**src/rtl/pwr_arb_pkg.sv**
```systemverilog
// Shared state encodings for the power request arbiter, the sequencer and the status registers.
package pwr_arb_pkg;

  localparam logic [1:0] ArbStOff       = 2'b00;
  localparam logic [1:0] ArbStOn        = 2'b01;
  localparam logic [1:0] ArbStOffHold   = 2'b10;
  localparam logic [1:0] ArbStFaultLock = 2'b11;

  typedef enum logic [1:0] {
    StOff       = ArbStOff,
    StOn        = ArbStOn,
    StOffHold   = ArbStOffHold,
    StFaultLock = ArbStFaultLock
  } arb_state_e;

endpackage

```
**src/rtl/pwr_request_arbiter_btn_debounce.sv**
```systemverilog
// Front-panel button conditioning: 2-flop synchronizer, tick-based debounce and
// short/long press pulse generation.
module btn_debounce
  import pwr_arb_pkg::*;
#(
  parameter int unsigned DEBOUNCE_MS   = 20,
  parameter int unsigned LONG_PRESS_MS = 4000,
  parameter int unsigned CNT_W         = 13
) (
  input  logic clock,
  input  logic reset,
  input  logic int_1ms_en,
  input  logic btn_n,
  output logic short_press,
  output logic long_press
);

  logic [1:0]       sync_q;
  logic             btn_lvl;
  logic             deb_q, deb_d;
  logic [CNT_W-1:0] deb_cnt_q, deb_cnt_d;
  logic [CNT_W-1:0] hold_cnt_q, hold_cnt_d;
  logic             short_q, short_d;
  logic             long_q, long_d;

  // Idle value of the raw button is high, so the synchronizer resets to released.
  always_ff @(posedge clock or negedge reset) begin
    if (!reset) begin
      sync_q <= 2'b11;
    end else begin
      sync_q <= {sync_q[0], btn_n};
    end
  end

  assign btn_lvl = ~sync_q[1];

  always_comb begin
    deb_d      = deb_q;
    deb_cnt_d  = deb_cnt_q;
    hold_cnt_d = hold_cnt_q;
    short_d    = 1'b0;
    long_d     = 1'b0;

    if (btn_lvl == deb_q) begin
      deb_cnt_d = '0;
    end else if (int_1ms_en) begin
      if (deb_cnt_q >= CNT_W'(DEBOUNCE_MS - 1)) begin
        deb_d     = btn_lvl;
        deb_cnt_d = '0;
      end else begin
        deb_cnt_d = deb_cnt_q + 1'b1;
      end
    end

    if (deb_q) begin
      // Saturating at LONG_PRESS_MS makes long_press one-shot and blocks the short press.
      if (int_1ms_en && (hold_cnt_q < CNT_W'(LONG_PRESS_MS))) begin
        hold_cnt_d = hold_cnt_q + 1'b1;
        long_d     = (hold_cnt_d == CNT_W'(LONG_PRESS_MS));
      end
      if (!deb_d) begin
        short_d    = (hold_cnt_d < CNT_W'(LONG_PRESS_MS));
        hold_cnt_d = '0;
      end
    end else begin
      hold_cnt_d = '0;
    end
  end

  always_ff @(posedge clock or negedge reset) begin
    if (!reset) begin
      deb_q      <= 1'b0;
      deb_cnt_q  <= '0;
      hold_cnt_q <= '0;
      short_q    <= 1'b0;
      long_q     <= 1'b0;
    end else begin
      deb_q      <= deb_d;
      deb_cnt_q  <= deb_cnt_d;
      hold_cnt_q <= hold_cnt_d;
      short_q    <= short_d;
      long_q     <= long_d;
    end
  end

  assign short_press = short_q;
  assign long_press  = long_q;

endmodule

```
**src/rtl/pwr_request_arbiter.sv**
```systemverilog
// Arbitrates BMC, button and fault requests into the single CPU power on/off level.
// Define PWR_ARB_AUTO_ON_EN for the power-restore-on policy (auto on after reset).
module pwr_request_arbiter
  import pwr_arb_pkg::*;
#(
  parameter int unsigned DEBOUNCE_MS   = 20,
  parameter int unsigned LONG_PRESS_MS = 4000,
  parameter int unsigned MIN_OFF_100MS = 20,
  parameter int unsigned CNT_W         = 13
) (
  input  logic       clock,
  input  logic       reset,
  input  logic       int_1ms_en,
  input  logic       int_100ms_en,
  input  logic       bmc_on_req,
  input  logic       bmc_off_req,
  input  logic       bmc_fault_clr,
  input  logic       btn_n,
  input  logic       thermal_fault,
  input  logic       rail_fault,
  output logic       cpu_pwr_on_off,
  output logic [1:0] arb_state,
  output logic       fault_latched,
  output logic       req_ack,
  output logic       req_drop
);

  arb_state_e       state_q, state_d;
  logic             pwr_q, pwr_d;
  logic             ack_q, ack_d;
  logic             drop_q, drop_d;
  logic             pending_q, pending_d;
  logic [CNT_W-1:0] hold_q, hold_d, hold_inc, hold_entry;
  logic             short_press, long_press;
  logic             on_req, off_req, fault, auto_req;

  btn_debounce #(
    .DEBOUNCE_MS   (DEBOUNCE_MS),
    .LONG_PRESS_MS (LONG_PRESS_MS),
    .CNT_W         (CNT_W)
  ) u_btn_debounce (
    .clock       (clock),
    .reset       (reset),
    .int_1ms_en  (int_1ms_en),
    .btn_n       (btn_n),
    .short_press (short_press),
    .long_press  (long_press)
  );

`ifdef PWR_ARB_AUTO_ON_EN
  logic auto_done_q;

  // Leaving OFF for any reason also consumes the one-shot restore.
  always_ff @(posedge clock or negedge reset) begin
    if (!reset) begin
      auto_done_q <= 1'b0;
    end else if (auto_req || (state_q != StOff)) begin
      auto_done_q <= 1'b1;
    end
  end

  assign auto_req = (state_q == StOff) && !auto_done_q && int_100ms_en;
`else
  assign auto_req = 1'b0;
`endif

  assign on_req  = bmc_on_req | short_press | auto_req;
  assign off_req = bmc_off_req | long_press;
  assign fault   = thermal_fault | rail_fault;

  // A strobe in the entry cycle already counts toward the off time.
  assign hold_entry = int_100ms_en ? CNT_W'(1) : '0;
  assign hold_inc   = (int_100ms_en && (hold_q < CNT_W'(MIN_OFF_100MS))) ? hold_q + 1'b1 : hold_q;

  always_comb begin
    state_d   = state_q;
    ack_d     = 1'b0;
    drop_d    = 1'b0;
    pending_d = pending_q;
    hold_d    = '0;

    unique case (state_q)
      StOff: begin
        if (fault) begin
          state_d = StFaultLock;
        end else if (off_req) begin
          drop_d = 1'b1;
        end else if (on_req) begin
          state_d = StOn;
          ack_d   = 1'b1;
        end
      end
      StOn: begin
        if (fault) begin
          state_d = StFaultLock;
        end else if (off_req) begin
          state_d = StOffHold;
          ack_d   = 1'b1;
          hold_d  = hold_entry;
        end else if (on_req) begin
          drop_d = 1'b1;
        end
      end
      StOffHold: begin
        if (fault) begin
          state_d   = StFaultLock;
          pending_d = 1'b0;
        end else begin
          if (off_req) begin
            pending_d = 1'b0;
          end else if (on_req) begin
            pending_d = 1'b1;
            ack_d     = 1'b1;
          end
          hold_d = hold_inc;
          if (hold_inc >= CNT_W'(MIN_OFF_100MS)) begin
            state_d   = pending_d ? StOn : StOff;
            pending_d = 1'b0;
            hold_d    = '0;
          end
        end
      end
      StFaultLock: begin
        drop_d = on_req | off_req;
        if (bmc_fault_clr && !fault) begin
          state_d = StOffHold;
          hold_d  = hold_entry;
        end
      end
      default: state_d = StOff;
    endcase

    pwr_d = (state_d == StOn);
  end

  always_ff @(posedge clock or negedge reset) begin
    if (!reset) begin
      state_q   <= StOff;
      pwr_q     <= 1'b0;
      ack_q     <= 1'b0;
      drop_q    <= 1'b0;
      pending_q <= 1'b0;
      hold_q    <= '0;
    end else begin
      state_q   <= state_d;
      pwr_q     <= pwr_d;
      ack_q     <= ack_d;
      drop_q    <= drop_d;
      pending_q <= pending_d;
      hold_q    <= hold_d;
    end
  end

  assign cpu_pwr_on_off = pwr_q;
  assign arb_state      = state_q;
  assign fault_latched  = (state_q == StFaultLock);
  assign req_ack        = ack_q;
  assign req_drop       = drop_q;

endmodule

```
**config.mk**
```make
export PLATFORM = sky130hd
export DESIGN_NAME = pwr_request_arbiter
export DESIGN_NICKNAME = d
export VERILOG_FILES = /design/src/rtl/pwr_arb_pkg.sv /design/src/rtl/pwr_request_arbiter_btn_debounce.sv /design/src/rtl/pwr_request_arbiter.sv
export SDC_FILE = /design/constraint.sdc
export NUM_CORES = 1
export LEC_CHECK = 0
export ABC_AREA = 1
export CAP_MARGIN = 20
export CORE_UTILIZATION = 50
export DETAILED_ROUTE_END_ITERATION = 7
export PLACE_DENSITY = 0.79
export SETUP_SLACK_MARGIN = 0.4
export SLEW_MARGIN = 5
export SYNTH_ARGS = -nofsm -noshare
export SYNTH_HDL_FRONTEND = slang
export SYNTH_SLANG_ARGS = --single-unit
```
**constraint.sdc**
```tcl
create_clock -name clock -period 1.7 [get_ports clock]
set_input_delay 0.34 -clock clock [delete_from_list [all_inputs] [get_ports clock]]
set_output_delay 0.34 -clock clock [all_outputs]
set_load 0.03 [all_outputs]
```
==> metrics.md <==
| Metric | Value |
|---|---|
| Status | complete, but fails checks |
| Violated checks | hold timing, setup timing |
| Crit Path Max Fanout | 4 |
| Detailed Place HPWL | 3770 µm |
| GRT Residual Overflow | 0 |
| P&R area growth vs syn | 45.6% |
| Final Wtd Congestion | 0.883 |
| Clock Path Buffers | 2 |
| Tot Pwr | just over 3 mW |
| Num CTS Buffers | 5 |
| Crit path top cell by count | nor2_1 |
| Period Utilization, post-route | 112% |
| Post-Route Skew | between 8 and 9 ps |
| Critical Path AT | approximately 2100 ps |
| Worst Slack Setup Final | -205 ps |
| Worst path max stage delay | between 300 and 400 ps |
| Syn. warnings | 0 |
| Drt pass-1 iters | 5 |
| Leading cell type in the layout, fill and taps excluded | buf_4 |
| Top cell type's share of synthesized area | 48.1% |
| Clock sink count | 50 |
| Share of post-route cells with drive strength above 1 | 42.4% |
| FILL cells | 293 |
| Crit path buf inv count | 2 |
| Clock root buffer master | clkbuf_8 |
| Critical path's slowest cell | dfrtp_1 |
| Port bufs | 15 |
| Initial antenna violation count | 0 |
| Mapped Avg Cell Area | 8.21 µm² |
| Slew Limit Headroom | 65.1% |
| Vias in the first global route | 2398 |
| Worst-path clk slew | ~100 ps |
| Synth top area cells | dfrtp_1 48%, nand2_1 9.6%, inv_1 6.9%, nor2_1 6.9%, nand3_1 2.8% |
| Yosys top cell by area | dfrtp_1 |
| Worst R2R Path Depth | 12 |
| Initial DRC count | 161 |
| First-pass GRT wire length | 10400 µm |
| DR vias/cell | 5.48 |
| Skew-Pair Late Insertion Delay | 320 ps |
| Post-layout nets | 402 |
| Total core area | between 0.004 and 0.005 mm² |
| Worst R2R End | u_btn_debounce.short_press |
| Synth Register Bits | 50 |
| Max-cap check violation count | 0 |
| Detail Route Antenna Nets | 0 |
| Hold_buf cts | 0 |
| R2R Path Start | u_btn_debounce.hold_cnt_q[1] |
| RSZ-0062 raised after global routing | true |
| Final-report max-slew violation count | 0 |
| Tot GR Track Use | 25.9% |
| Syn Std Cell Area | 0.00249 mm² |
| Initial Utilization | 52.5% |
| Hold slack | -9.36 ps |
| DRC | 0 |
| Unique cell type count in the Yosys netlist | 33 |
| Worst path cell trace | buf_6 -> inv_2 -> nor3_4 -> nand3_2 -> nor2_1 -> nand4_1 -> nand2_1 -> nand2_2 -> nand2_2 -> nand3_2 -> nor2_1 -> nor2_1 |
| Reg-to-reg slack, setup | -210 ps |
| Rows | 25 |
| Fin crit period | 1910 ps |
| Routed WL per cell | 16.3 µm |
| F_max | around 0.52 GHz |
| Leak | about 1.7 nW |
| # H-tree levels | 2 |
| Startpoint class of the critical path | flip-flop |
| Largest net degree at the start of global routing | 25 |
| Die Span X | just over 70 µm |
| TNS Setup | -417 ps |
| Pwr/cell area | 842 mW/mm² |
| Die Height | ~73 µm |
| Crit-path leading delay family | simple AND/OR/NAND/NOR gates |
| Die Area | 0.00528 mm² |
| Worst slew pin tran | approximately 520 ps |
| Final setup fails | 5 |
| Final hold viol count | 19 |
| CTS tree | built |
| Critical Path RT | 1910 ps |
| Antenna Cells | 0 |
| Ports | 16 |
| Layout Utilization | between 70 and 80% |
| Most frequent cells in the layout | 51 x buf_4, 47 x dfrtp_1, 42 x nand2_1, 38 x inv_1, 30 x nor2_1 |
| Cell count after synthesis | 304 |
| Post-synthesis sequential area ratio | 50.3% |
| Setup CP Type | flip-flop to flip-flop |
| Max IR drop VDD | 0.000552 V |
| Pre-CTS WS | -254 ps |
| Vias | 2501 |
| Post-Route WL | ~7400 µm |
| Hold WC Path Type | primary input to asynchronous set/reset pin |
| Endpoint class of the critical path | flip-flop |
[cells in the mapped netlist]
library cell and n:
conb_1 1, nand2_1 64, nor3_4 1, nor3_2 1, ha_1 4, o311ai_0 1, o21ai_0 10, nor4_4 1
clkbuf_1 2, nand4_1 8, and3_1 1, nand3_1 14, inv_1 46, a21oi_1 9, a31oi_1 1, dfstp_2 2
o22ai_1 2, dfrtp_1 48, xnor2_1 3, nor2_2 2, nor3_1 4, nand2_2 3, nand3_2 2, nor2_1 46
inv_2 4, a32o_1 1, nor4_1 2, xor2_1 8, o21ai_1 8, buf_6 1, nor2_4 2, a211oi_1 1
o21bai_2 1
[how the worst max path moves through the flow]
stage | startpoint | endpoint | slack, ps | depth (start not counted)
3_5_place_dp | int_100ms_en | cpu_pwr_on_off | -250 | 16
4_1_cts | u_btn_debounce.hold_cnt_q[0] | u_btn_debounce.short_press | -70 | 12
5_1_grt | u_btn_debounce.hold_cnt_q[0] | u_btn_debounce.short_press | -330 | 12
6_report | u_btn_debounce.hold_cnt_q[1] | u_btn_debounce.short_press | -210 | 12
3_3_place_gp | int_100ms_en | cpu_pwr_on_off | -230 | 16
2_1_floorplan | u_btn_debounce.hold_cnt_q[0] | u_btn_debounce.short_press | 100 | 12
[flip-flops by register name, summed over array words and instances, names as in the netlist]
| signal | cells |
|---|---|
| arb_state | 2 |
| u_btn_debounce.deb_cnt_q | 13 |
| u_btn_debounce.deb_q | 1 |
| req_drop | 1 |
| cpu_pwr_on_off | 1 |
| req_ack | 1 |
| u_btn_debounce.hold_cnt_q | 13 |
| pending_q | 1 |
| u_btn_debounce.sync_q | 2 |
| u_btn_debounce.long_press | 1 |
| hold_q | 13 |
| u_btn_debounce.short_press | 1 |
[power by group]
| group | total (mW) | internal (mW) | switching, mW |
|---|---|---|---|
| clock network | 0.854 | 0.441 | 0.413 |
| logic | 0.847 | 0.326 | 0.520 |
| registers | 1.36 | 1.29 | 0.0727 |
[stage by stage]
stage               cell area, µm²  instances  hold WS, ps
global placement              2990        421          346
CTS                           3420        449         12.4
detailed placement            2990        421          349
finish                        3630        456        -9.36
floorplan                     2540        311         44.4
global route                  3630        456         18.6
[final cells by class]
class | instances | area, µm² | area share [%]
Multi-Input combinational cell | 208 | 1390 | 38.4
Tap cell | 67 | 83.8 | 2.31
Clock inverter | 3 | 43.8 | 1.21
Inverter | 50 | 200 | 5.51
Clock buffer | 5 | 68.8 | 1.89
Sequential cell | 50 | 1250 | 34.5
Timing Repair Buffer | 73 | 588 | 16.2
[routing by layer]
| layer | part of all wire (%) | vias to the layer above | GRT usage, % |
|---|---|---|---|
| li1 | - | 1124 | - |
| met1 | 37 | 1216 | 28.6 |
| met2 | 54 | 120 | 46.7 |
| met3 | 5.3 | 41 | 5.80 |
| met4 | 4.0 | 0 | 12.9 |
| met5 | 0 | - | 0 |
[kinds of logic after synthesis]
kind of cell,Yosys count,share of synthesized area (%)
xor+xnor,11,3.86
flops,50,50.3
simple gates,151,27.8
other cells,1,0.150
compound gates,34,7.67
buf+inv,53,8.27
fa+ha+maj,4,2.01
[worst reg2reg max path: cells and delay by family, from the launching register on]
family                 cells  cell delay [ps]
buffers and inverters      2              150
flip-flops                 1              380
AND/OR/NAND/NOR           10             1250
[repair_timing]
action / 4_1_cts / 5_1_grt
pin swaps: 15 / 19
buffers inserted: 20 / 7
gates resized for setup: 80 / 53
endpoints found under the setup margin: 36 / 42
(Power assumes the default switching activity.)
